**src/rtl/keymgr_op_scheduler.sv**
```systemverilog
// Round-robin scheduler sharing the key-manager op port.
// Gates each op on control state, tracks done/timeout, reports ack/err.
module keymgr_op_scheduler #(
  parameter int NUM_REQ        = 2,
  parameter int TIMEOUT_CYCLES = 256,
  parameter int CNT_W          = $clog2(TIMEOUT_CYCLES + 1)
) (
  input  logic                 clk,
  input  logic                 rst,
  input  logic [NUM_REQ-1:0]   req_i,
  input  logic [3*NUM_REQ-1:0] req_op_i,
  output logic [NUM_REQ-1:0]   ack_o,
  output logic [NUM_REQ-1:0]   err_o,
  input  logic [9:0]           ctrl_state_i,
  output logic                 op_start_o,
  output logic [2:0]           op_o,
  input  logic                 op_done_i,
  output logic                 busy_o
);

  localparam int IDX_W = $clog2(NUM_REQ);

  localparam logic [9:0] ST_RESET = 10'b1101100001;
  localparam logic [9:0] ST_INIT  = 10'b0100000100;
  localparam logic [9:0] ST_OWNER = 10'b1101111110;

  localparam logic [2:0] OP_ADV = 3'd0;
  localparam logic [2:0] OP_DIS = 3'd4;

  localparam logic [NUM_REQ-1:0] ONE = NUM_REQ'(1);
  localparam logic [CNT_W-1:0] CNT_MAX = CNT_W'(TIMEOUT_CYCLES - 1);

  typedef enum logic [1:0] {
    IDLE,
    ISSUE,
    RESP
  } state_t;

  state_t           state;
  logic [IDX_W-1:0] rr_ptr;
  logic [IDX_W-1:0] idx;
  logic [CNT_W-1:0] cnt;

  logic [2:0]       req_op [NUM_REQ];
  logic             gnt_vld;
  logic [IDX_W-1:0] gnt_idx;
  logic [IDX_W-1:0] cand;
  logic [2:0]       gnt_op;
  logic             gnt_legal;
  logic [IDX_W-1:0] nxt_ptr;

  function automatic logic op_legal(
    input logic [2:0] op,
    input logic [9:0] st
  );
    logic ok;
    unique case (1'b1)
      (st == ST_OWNER):
        ok = (op <= OP_DIS);
      (st == ST_RESET || st == ST_INIT):
        ok = (op == OP_ADV) || (op == OP_DIS);
      default:
        ok = (op == OP_DIS);
    endcase
    return ok;
  endfunction

  always_comb begin
    for (int k = 0; k < NUM_REQ; k++) begin
      req_op[k] = req_op_i[3*k +: 3];
    end
  end

  // First requester at or above rr_ptr, wrapping.
  always_comb begin
    gnt_vld = 1'b0;
    gnt_idx = '0;
    gnt_op  = '0;
    cand    = '0;
    for (int k = 0; k < NUM_REQ; k++) begin
      cand = IDX_W'((int'(rr_ptr) + k) % NUM_REQ);
      if (!gnt_vld && req_i[cand]) begin
        gnt_vld = 1'b1;
        gnt_idx = cand;
        gnt_op  = req_op[cand];
      end
    end
  end

  assign gnt_legal = op_legal(gnt_op, ctrl_state_i);

  assign nxt_ptr = (idx == IDX_W'(NUM_REQ - 1)) ? '0 : idx + 1'b1;

  always_ff @(posedge clk or posedge rst) begin
    if (rst) begin
      state      <= IDLE;
      rr_ptr     <= '0;
      idx        <= '0;
      cnt        <= '0;
      op_start_o <= 1'b0;
      op_o       <= '0;
      ack_o      <= '0;
      err_o      <= '0;
      busy_o     <= 1'b0;
    end else begin
      ack_o <= '0;
      err_o <= '0;
      unique case (state)
        IDLE: begin
          if (gnt_vld) begin
            idx    <= gnt_idx;
            busy_o <= 1'b1;
            if (gnt_legal) begin
              state      <= ISSUE;
              op_start_o <= 1'b1;
              op_o       <= gnt_op;
            end else begin
              state <= RESP;
              ack_o <= ONE << gnt_idx;
              err_o <= ONE << gnt_idx;
            end
          end
        end
        ISSUE: begin
          if (op_done_i) begin
            state      <= RESP;
            op_start_o <= 1'b0;
            op_o       <= '0;
            ack_o      <= ONE << idx;
          end else if (cnt == CNT_MAX) begin
            state      <= RESP;
            op_start_o <= 1'b0;
            op_o       <= '0;
            ack_o      <= ONE << idx;
            err_o      <= ONE << idx;
          end else begin
            cnt <= cnt + 1'b1;
          end
        end
        RESP: begin
          state  <= IDLE;
          busy_o <= 1'b0;
          cnt    <= '0;
          rr_ptr <= nxt_ptr;
        end
        default: state <= IDLE;
      endcase
    end
  end

endmodule
```
**config.mk**
```make
export PLATFORM = sky130hd
export DESIGN_NAME = keymgr_op_scheduler
export DESIGN_NICKNAME = d
export VERILOG_FILES = /design/src/rtl/keymgr_op_scheduler.sv
export SDC_FILE = /design/constraint.sdc
export NUM_CORES = 1
export LEC_CHECK = 0
export CAP_MARGIN = 20
export CORE_MARGIN = 1.5
export CORE_UTILIZATION = 40
export CTS_CLUSTER_SIZE = 25
export DETAILED_ROUTE_END_ITERATION = 10
export GPL_ROUTABILITY_DRIVEN = 1
export PLACE_DENSITY = 0.69
export SYNTH_ARGS = -nofsm -noshare
export SYNTH_HDL_FRONTEND = slang
export SYNTH_SLANG_ARGS = --single-unit
```
**constraint.sdc**
```tcl
create_clock -name clk -period 5.1 [get_ports clk]
set_clock_uncertainty 0.05 [all_clocks]
set_input_delay 0.51 -clock clk [delete_from_list [all_inputs] [get_ports clk]]
set_output_delay 0.51 -clock clk [all_outputs]
set_load 0.01 [all_outputs]
```
## Word level (Yosys, flattened, before mapping)

Cells that the tools add are included.

- Bits in registers: 22
- Input port bits: 21
- Logic and storage cells: 92

- Add/sub/neg operators: 3
- Order comparisons: 5
- Eq/ne operators: 12
- Shift-type cells: 2
- Muxes and demuxes: 45
- Bitwise logic cells: 2
- Reductions and logical operators: 14

Operators by type and width:

| kind | number |
|---|---|
| 3-bit two-way mux | 12 |
| 10-bit equality test (second input constant) | 2 |
| 2-bit two-way mux | 9 |
| 9-bit two-way mux | 2 |
| 9-bit one-hot mux with 2 select lines | 1 |
| 1-bit two-way mux | 14 |
| 2-bit one-hot mux with 2 select lines | 3 |
| 10-bit by 9-bit equality test with 1-bit output (second input constant) | 1 |
| 9-bit by 1-bit adder with 9-bit output (second input constant) | 1 |
| 9-bit by 8-bit equality test with 1-bit output (second input constant) | 1 |
| 2-bit inequality test (second input constant) | 4 |
| 1-bit one-hot mux with 2 select lines | 3 |
| 3-bit one-hot mux with 2 select lines | 1 |
| 2-bit AND reduction | 3 |
| 2-bit nonzero test | 3 |
| 2-bit greater-or-equal comparator (second input constant) | 2 |
| 1-bit by 2-bit < comparator with 1-bit output (second input constant) | 2 |
| 1-bit NOT with 2-bit output | 2 |
| 4-bit AND reduction | 1 |
| 1-bit by 1-bit left shift with 2-bit output (first input constant) | 2 |
| 3-bit equality test (second input constant) | 1 |
| 3-bit <= comparator (second input constant) | 1 |
| 3-bit logical NOT | 1 |
| 3-bit inequality test (second input constant) | 1 |
| 8 further kinds | 10 |

## Logic depth before layout (Yosys ltp)

Gate-level depths: netlist of the first run.

- Depth after elaboration: 12
- Gate-level depth with buffers: 9

## Worst setup path before layout of the first run

OpenSTA, ideal clock, no wires.

- Path type: flip-flop to flip-flop
- From: register cnt[0]
- To: register cnt[7]
- Library setup time: 0.127 ns
- Arrival: 1.880 ns
- Path slack: 3.043 ns
- Cell stages (with the launch flop): 10
- Path buffers: 0
- Path through: dfrtp_1 ha_1 nand3_1 nor2_1 ha_1 nor4b_4 and4_1 nand3_1 xor2_1 nor2_1

- Cells in the longest elaborated chain, start to end: 4
- Elaborated cells between the ends (all ways): 7
- Those cells by class: 1 x add/sub; 2 x eq/ne; 3 x mux; 1 x reduce/logical

Ends and longest elaborated chain:

| what | line | RTL |
|---|---|---|
| start: declaration | 42 | `logic [CNT_W-1:0] cnt;` |
| start signal: assignment | 137 | `cnt <= cnt + 1'b1;` |
| 9-bit by 1-bit adder with 9-bit output | 137 |  |
| 9-bit two-way mux | 130 | `end else if (cnt == CNT_MAX) begin` |
| 9-bit two-way mux | 125 | `if (op_done_i) begin` |
| 9-bit one-hot mux with 2 select lines | 108 | `unique case (state)` |

Parallel ways exist; a longest one is shown, timed or not. The select of a mux whose other input is x is not followed.
A chain may end at the register's enable or synchronous reset.

## Final worst setup path of the first run

Same ends and word-level chain as after synthesis.

==> metrics.md, run 1 <==
| Metric | Value |
|---|---|
| Status | `completed` |
| Clock share of power | `0.216` |
| Max Cap Violations | `0` |
| Setup TNS | `0 ns` |
| Count of different cell masters after synthesis | `36` |
| Register area | `551 µm²` |
| Antenna cells | `0` |
| Post-CTS sizing | `0` |
| Core ar. | `2710 µm²` |
| Fillers | `268` |
| Switching Fraction | `0.324` |
| Max Root-Sink Buffers | `2` |
| Num CTS Buffers | `3` |
| Vias per cell | `5.42` |
| Leak | `0.654 nW` |
| Die area | `3140 µm²` |
| Initial DRC Count | `27` |
| Net Sw Power | `201 µW` |
| Sequential share of the synthesized area | `0.489` |
| Starting density of the core | `0.416` |
| Worst-skew pair later-pin latency | `0.32 ns` |
| Vias | `938` |
| DRT antenna net count | `0` |
| DRT Pass-1 Iters | `4` |
| Cell count after synthesis | `111` |
| #FFs+latches synth | `22` |
| CTS Hold Buffers Added | `0` |
| FP Rows | `19` |
| Post-DP HPWL | `1810 µm` |
| Antenna violations before repair | `0` |
| Maximum clock frequency | `0.422 GHz` |
| Setup WS pre-CTS | `2.63 ns` |
| Yosys warnings | `0` |
| Worst Path Max Fanout | `8` |
| Share of cells above drive strength 1 | `0.0704` |
| Syn_area_per_cell | `10.1 µm²` |
| Die width | `56.1 µm` |
| Area of the multi-input gates | `538 µm²` |
| CTS HTree Levels | `1` |
| Clock Sinks | `22` |
| Routability cong. | `0.714` |
| Max-slew violations | `0` |
| Final critical-path required period | `2.37 ns` |
| Syn nets | `134` |
| GRT Total Usage | `0.150` |
| Num ports | `30` |
| Critical path startpoint category | `flip-flop` |
| PwrDens | `413 nW/µm²` |
| Worst Hold Class | `flip-flop to flip-flop` |
| CP cell instances | `ha_1 -> nand3_1 -> nor2_1 -> ha_1 -> nor4b_4 -> and4_1 -> nand3_1 -> xor2_1 -> nor2_1` |
| Largest stage delay, worst path | `0.47 ns` |
| Post-CTS Setup Bufs | `0` |
| Final setup viols | `0` |
| Pint | `419 µW` |
| Final WS setup | `2.73 ns` |
| Layout Nets | `166` |
| Max VDD drop | `0.000325 V` |
| Final global-route overflow total | `0` |
| Largest net degree at the start of global routing | `23` |
| Critical path arrival | `2.51 ns` |
| Slew HR | `0.455` |
| First-pass GRT wire length | `3660 µm` |
| Hold Crit Depth | `2` |
| Crit Path Category | `flip-flop to flip-flop` |
| Area Overhead vs Synth | `33.2%` |
| Fin crit share | `0.465` |
| Mapped Area | `1130 µm²` |
| DRT Wirelength | `2310 µm` |
| Final hold vios | `0` |
| Vias in the first global route | `875` |
| R2r worst-path depth | `9` |
| RSZ-0062 raised after global routing | `no` |
| Clock root buffer | `clkbuf_4` |
| Worst-margin pin slew | `0.816 ns` |
| Die Ht | `56.1 µm` |
| Gate power share | `0.367` |
| Routed wire per std cell | `13.4 µm` |
| Crit path max-delay cell type | `nor4b_4` |
| Port-buffer cells | `29` |
| Setup crit end kind | `flip-flop` |
| CTS tree | `done` |
| Worst-path clk slew | `0.12 ns` |
| DR DRC count | `0` |
| Sequential power share | `0.417` |
| Critical path data required time | `5.24 ns` |
-- through the flow --
step	hold WS (ns)	cells	cell area, µm²	utilization	power [mW]
after floorplan	0.428	111	1130	-	0.385
after global placement	0.433	169	1450	0.534	0.486
after detailed placement	0.432	169	1450	0.534	0.492
after CTS	0.463	173	1500	0.554	0.627
after global routing	0.480	173	1500	0.554	0.660
final	0.449	173	1500	0.554	0.620
-- worst max-delay path, delay by kind of cell, from the launching register on --
family                   cells  cell delay [ns]
AND/OR/NAND/NOR              6             1.11
adder cells (fa/ha/maj)      2             0.51
flip-flops                   1             0.43
XOR/XNOR                     1             0.16
-- area by class of cell --
type | instances | area share
Clock buffer | 3 | 0.0150
Clock inverter | 1 | 0.0200
Inverter | 8 | 0.0200
Multi-Input combinational cell | 79 | 0.359
Sequential cell | 22 | 0.367
Tap cell | 31 | 0.0259
Timing Repair Buffer | 29 | 0.193
-- synth_stat cells --
cell      count  area [µm²]
xnor2_1       1        8.76
nand3_1       6        30.0
or2_2         2        12.5
o22ai_1       1        6.26
nand2b_1      4        25.0
o21a_1        1        7.51
nor2_4        1        11.3
a32o_1        2        20.0
xor2_1        5        43.8
o211a_1       1        10.0
and3b_1       1        8.76
o21ai_0       5        25.0
buf_1         1        3.75
nor3b_1       1        7.51
a21boi_2      1        11.3
nor4_1        3        18.8
and2_1        1        6.26
clkbuf_1      1        3.75
nor2b_1       2        12.5
o32ai_1       3        26.3
a32oi_1       2        17.5
ha_1          2        25.0
and3_1        1        6.26
nor4b_4       1        23.8
a211oi_1      1        7.51
nand4_1       2        12.5
dfrtp_1      22         551
o21ai_1       1        5.00
a22oi_1       2        15.0
mux2_4        1        15.0
inv_1         8        30.0
a22o_1        3        26.3
and4_1        1        8.76
nand2_1       9        33.8
o31a_1        1        8.76
nor2_1       11        41.3
-- registers in the layout, summed over array words and instances (netlist names) --
signal / flops
ack_o: 2
busy_o: 1
cnt: 9
err_o: 2
idx: 1
op_o: 3
op_start_o: 1
rr_ptr: 1
state: 2
-- cells by family (layout without fill, tap and decap cells) --
group	count (synthesis)	count (layout)	share of synthesized area
buffers and inverters	10	41	0.0333
AO/OA/AOI/OAI	24	24	0.166
multiplexers	1	1	0.0133
XOR/XNOR	6	6	0.0467
AND/OR/NAND/NOR	46	46	0.230
adder cells (fa/ha/maj)	2	2	0.0222
flip-flops	22	22	0.489
-- worst paths after layout --
kind,startpoint,endpoint,slack [ns]
worst max register to register,cnt[0],cnt[7],2.73
worst max-delay path,cnt[0],cnt[7],2.73
worst min register to register,busy_o,busy_o,0.45
max in group asynchronous,rst,busy_o,3.90
worst min-delay path,busy_o,busy_o,0.45
min in group asynchronous,rst,cnt[8],0.59
-- power groups by stage --
stage / clock network [mW] / registers [mW] / logic (mW)
after floorplan: 0 / 0.270 / 0.115
after global placement: 0 / 0.261 / 0.225
after detailed placement: 0 / 0.262 / 0.229
after CTS: 0.137 / 0.259 / 0.231
after global routing: 0.141 / 0.265 / 0.253
final: 0.134 / 0.258 / 0.228
-- per-layer routing --
metal / track usage / routed length [µm] / vias up
met5: 0 / 0 / -
met4: 0.0816 / 44 / 0
met1: 0.177 / 1010 / 442
met2: 0.264 / 1150 / 32
met3: 0.0186 / 116 / 5
li1: - / - / 459
-- placed cells by master (no fill, tap or decap), types with 2 or more instances in the layout --
cell / netlist / final
inv_1: 8 / 8
nand2_1: 9 / 9
xor2_1: 5 / 5
a32oi_1: 2 / 2
o32ai_1: 3 / 3
nor2b_1: 2 / 2
a22oi_1: 2 / 2
nor2_1: 11 / 11
a22o_1: 3 / 3
dfrtp_1: 22 / 22
o21ai_0: 5 / 5
nand2b_1: 4 / 4
nand4_1: 2 / 2
nand3_1: 6 / 6
ha_1: 2 / 2
clkbuf_4: 0 / 3
a32o_1: 2 / 2
clkdlybuf4s50_1: 0 / 29
nor4_1: 3 / 3
or2_2: 2 / 2
(Power assumes the default switching activity.)
==> inputs of run 2 (changes only) <==
- PLACE_DENSITY: 0.69 -> 0.72
- clock period: 5.1 -> 2 ns (I/O delays scaled with it)
==> metrics.md, run 2 (same netlist as run 1, synthesis figures left out) <==
| Metric | Value |
|---|---|
| GR Util met2 | `0.306 (was 0.264)` |
| CTS Hold Buffers Added | `0 (unchanged)` |
| Status | `completed (unchanged)` |
| Pint | `987 µW (was 419 µW)` |
| Post-layout util | `0.593 (was 0.554)` |
| Clock Sinks | `22 (unchanged)` |
| Final critical-path required period | `1.91 ns (was 2.37 ns)` |
| Worst Hold Class | `primary input to async pin (was flip-flop to flip-flop)` |
| Max reg flops | `9 (unchanged)` |
| Worst Path Max Fanout | `4 (was 8)` |
| First-pass GRT wire length | `4110 µm (was 3660 µm)` |
| Net Sw Power | `536 µW (was 201 µW)` |
| Placed Cells | `176 (was 169)` |
| CTS tree | `done (unchanged)` |
| Crit Path Category | `flip-flop to flip-flop (unchanged)` |
| Met3 usage | `0.0442 (was 0.0186)` |
| Gate power share | `0.428 (was 0.367)` |
| Port-buffer cells | `29 (unchanged)` |
| Routed wire per std cell | `14.3 µm (was 13.4 µm)` |
| Critical path startpoint category | `flip-flop (unchanged)` |
| Sequential power share | `0.440 (was 0.417)` |
| Most common cell after layout, fill and taps aside | `clkdlybuf4s50_1 (unchanged)` |
| GRT Total Usage | `0.163 (was 0.150)` |
| Layout Nets | `179 (was 166)` |
| GRT Max-Usage Layer | `met2 (unchanged)` |
| Fin cells | `185 (was 173)` |
| Initial DRC Count | `31 (was 27)` |
| CP cell instances | `nand2b_1 -> a32oi_1 -> mux2_4 -> o31a_1 -> o32ai_1 (was ha_1 -> nand3_1 -> nor2_1 -> ha_1 -> nor4b_4 -> and4_1 -> nand3_1 -> xor2_1 -> nor2_1)` |
| CTS HTree Levels | `1 (unchanged)` |
| Final global-route overflow total | `0 (unchanged)` |
| Final hold vios | `0 (unchanged)` |
| Share of cells above drive strength 1 | `0.182 (was 0.0704)` |
| DRT antenna net count | `0 (unchanged)` |
| Placement Cell Area | `1510 µm² (was 1450 µm²)` |
| Maximum clock frequency | `0.523 GHz (was 0.422 GHz)` |
| Critical path arrival | `2.07 ns (was 2.51 ns)` |
| Starting density of the core | `0.416 (unchanged)` |
| Vias in the first global route | `1050 (was 875)` |
| Max-slew violations | `0 (unchanged)` |
| Final setup viols | `0 (unchanged)` |
| Num ports | `30 (unchanged)` |
| Max Cap Violations | `0 (unchanged)` |
| Vias per cell | `5.54 (was 5.42)` |
| Commonest non-fill, non-tap cells in the layout | `29 x clkdlybuf4s50_1, 22 x dfrtp_1, 13 x buf_4 (was 29 x clkdlybuf4s50_1, 22 x dfrtp_1, 11 x nor2_1)` |
| Antenna violations before repair | `0 (unchanged)` |
| Setup crit end kind | `flip-flop (unchanged)` |
| Buf+Inv Stages, Crit Path | `0 (unchanged)` |
| Largest regs | `cnt (9), op_o (3) (unchanged)` |
| Clock root buffer | `clkbuf_4 (unchanged)` |
| Fin crit share | `0.956 (was 0.465)` |
| Max VDD drop | `0.000630 V (was 0.000325 V)` |
| Biggest register | `cnt (unchanged)` |
| PwrDens | `947 nW/µm² (was 413 nW/µm²)` |
| RSZ-0062 raised after global routing | `no (unchanged)` |
| Delay-heaviest family, CP | `compound AO/OA/AOI/OAI gates (was simple AND/OR/NAND/NOR gates)` |
| Switching Fraction | `0.352 (was 0.324)` |
| Vias | `1024 (was 938)` |
| Die Ht | `56.1 µm (unchanged)` |
| Max Root-Sink Buffers | `2 (unchanged)` |
| Routability cong. | `0.742 (was 0.714)` |
| Area Overhead vs Synth | `42.8% (was 33.2%)` |
| Leak | `0.702 nW (was 0.654 nW)` |
| Die area | `3140 µm² (unchanged)` |
| Post-DP HPWL | `2010 µm (was 1810 µm)` |
| Worst-skew pair later-pin latency | `0.31 ns (was 0.32 ns)` |
| Core ar. | `2710 µm² (unchanged)` |
| DRT Wirelength | `2640 µm (was 2310 µm)` |
| Critical path data required time | `2.15 ns (was 5.24 ns)` |
| Largest net degree at the start of global routing | `23 (unchanged)` |
| Slew HR | `0.675 (was 0.455)` |
| Worst-margin pin slew | `0.486 ns (was 0.816 ns)` |
| DR DRC count | `0 (unchanged)` |
| Clock share of power | `0.133 (was 0.216)` |
| Worst-path clk slew | `0.12 ns (about the same)` |
| Largest stage delay, worst path | `0.44 ns (was 0.47 ns)` |
| Num CTS Buffers | `3 (unchanged)` |
| DRT Pass-1 Iters | `4 (unchanged)` |
| Non-Filler Cell Area, Final | `1610 µm² (was 1500 µm²)` |
| FP Rows | `19 (unchanged)` |
| Die width | `56.1 µm (unchanged)` |
| Antenna cells | `0 (unchanged)` |
| Global Route met1 Usage | `0.166 (was 0.177)` |
| Crit path max-delay cell type | `dfrtp_1 (was nor4b_4)` |
| Setup TNS | `0 ns (unchanged)` |
[run 2: layout make-up]
cell class                      instances  area (µm²)
Tap cell                               31        38.8
Sequential cell                        22         551
Fill cell                             243        1100
Inverter                                8        30.0
Multi-Input combinational cell         79         578
Clock buffer                            3        22.5
Timing Repair Buffer                   42         388
[run 2: per-stage QoR]
step | worst slack (ns) | hold WS (ns) | total power [mW]
global route | 0.00815 | 0.187 | 1.61
detailed placement | -0.121 | 0.416 | 1.30
finish | 0.0888 | 0.165 | 1.52
floorplan | 0.0306 | 0.139 | 0.984
global placement | 0.00800 | 0.423 | 1.27
CTS | 0.0150 | 0.174 | 1.50
[run 2: metal layers]
metal	share of wire	up-vias
met5	0	-
met4	0.013	0
met1	0.40	505
met2	0.54	29
met3	0.044	6
li1	-	484
[run 2: worst min-delay path: stages]
cell             delay, ns
clkdlybuf4s50_1       0.40
inv_1                 0.05
buf_4                 0.27
[run 2: final timing paths]
check	from	endpoint	cells after the start	slack [ns]
max	rr_ptr	op_o[2]	5	0.09
min	rst	cnt[7]	3	0.16
max reg2reg	rr_ptr	op_o[2]	5	0.09
min reg2reg	busy_o	busy_o	2	0.44
max in group asynchronous	rst	ack_o[1]	3	1.52
min in group clk	busy_o	busy_o	2	0.44
[run 2: power groups by stage]
stage	Clock, mW	Combinational [mW]	Sequential, mW
final	0.202	0.651	0.669
after global routing	0.218	0.708	0.681
after CTS	0.208	0.620	0.667
after detailed placement	0	0.620	0.675
after global placement	0	0.604	0.670
after floorplan	0	0.295	0.689
[run 2: repair_timing]
item	in CTS	in global routing
setup endpoints to repair	0	5
hold endpoints to repair	0	0
resized for setup	0	6
buffers inserted	0	6
==> inputs of run 3 (changes only) <==
- HOLD_SLACK_MARGIN: unset -> 0.08
==> results of run 3 <==
The final DEF is identical to that of run 2; final timing and power are the same.
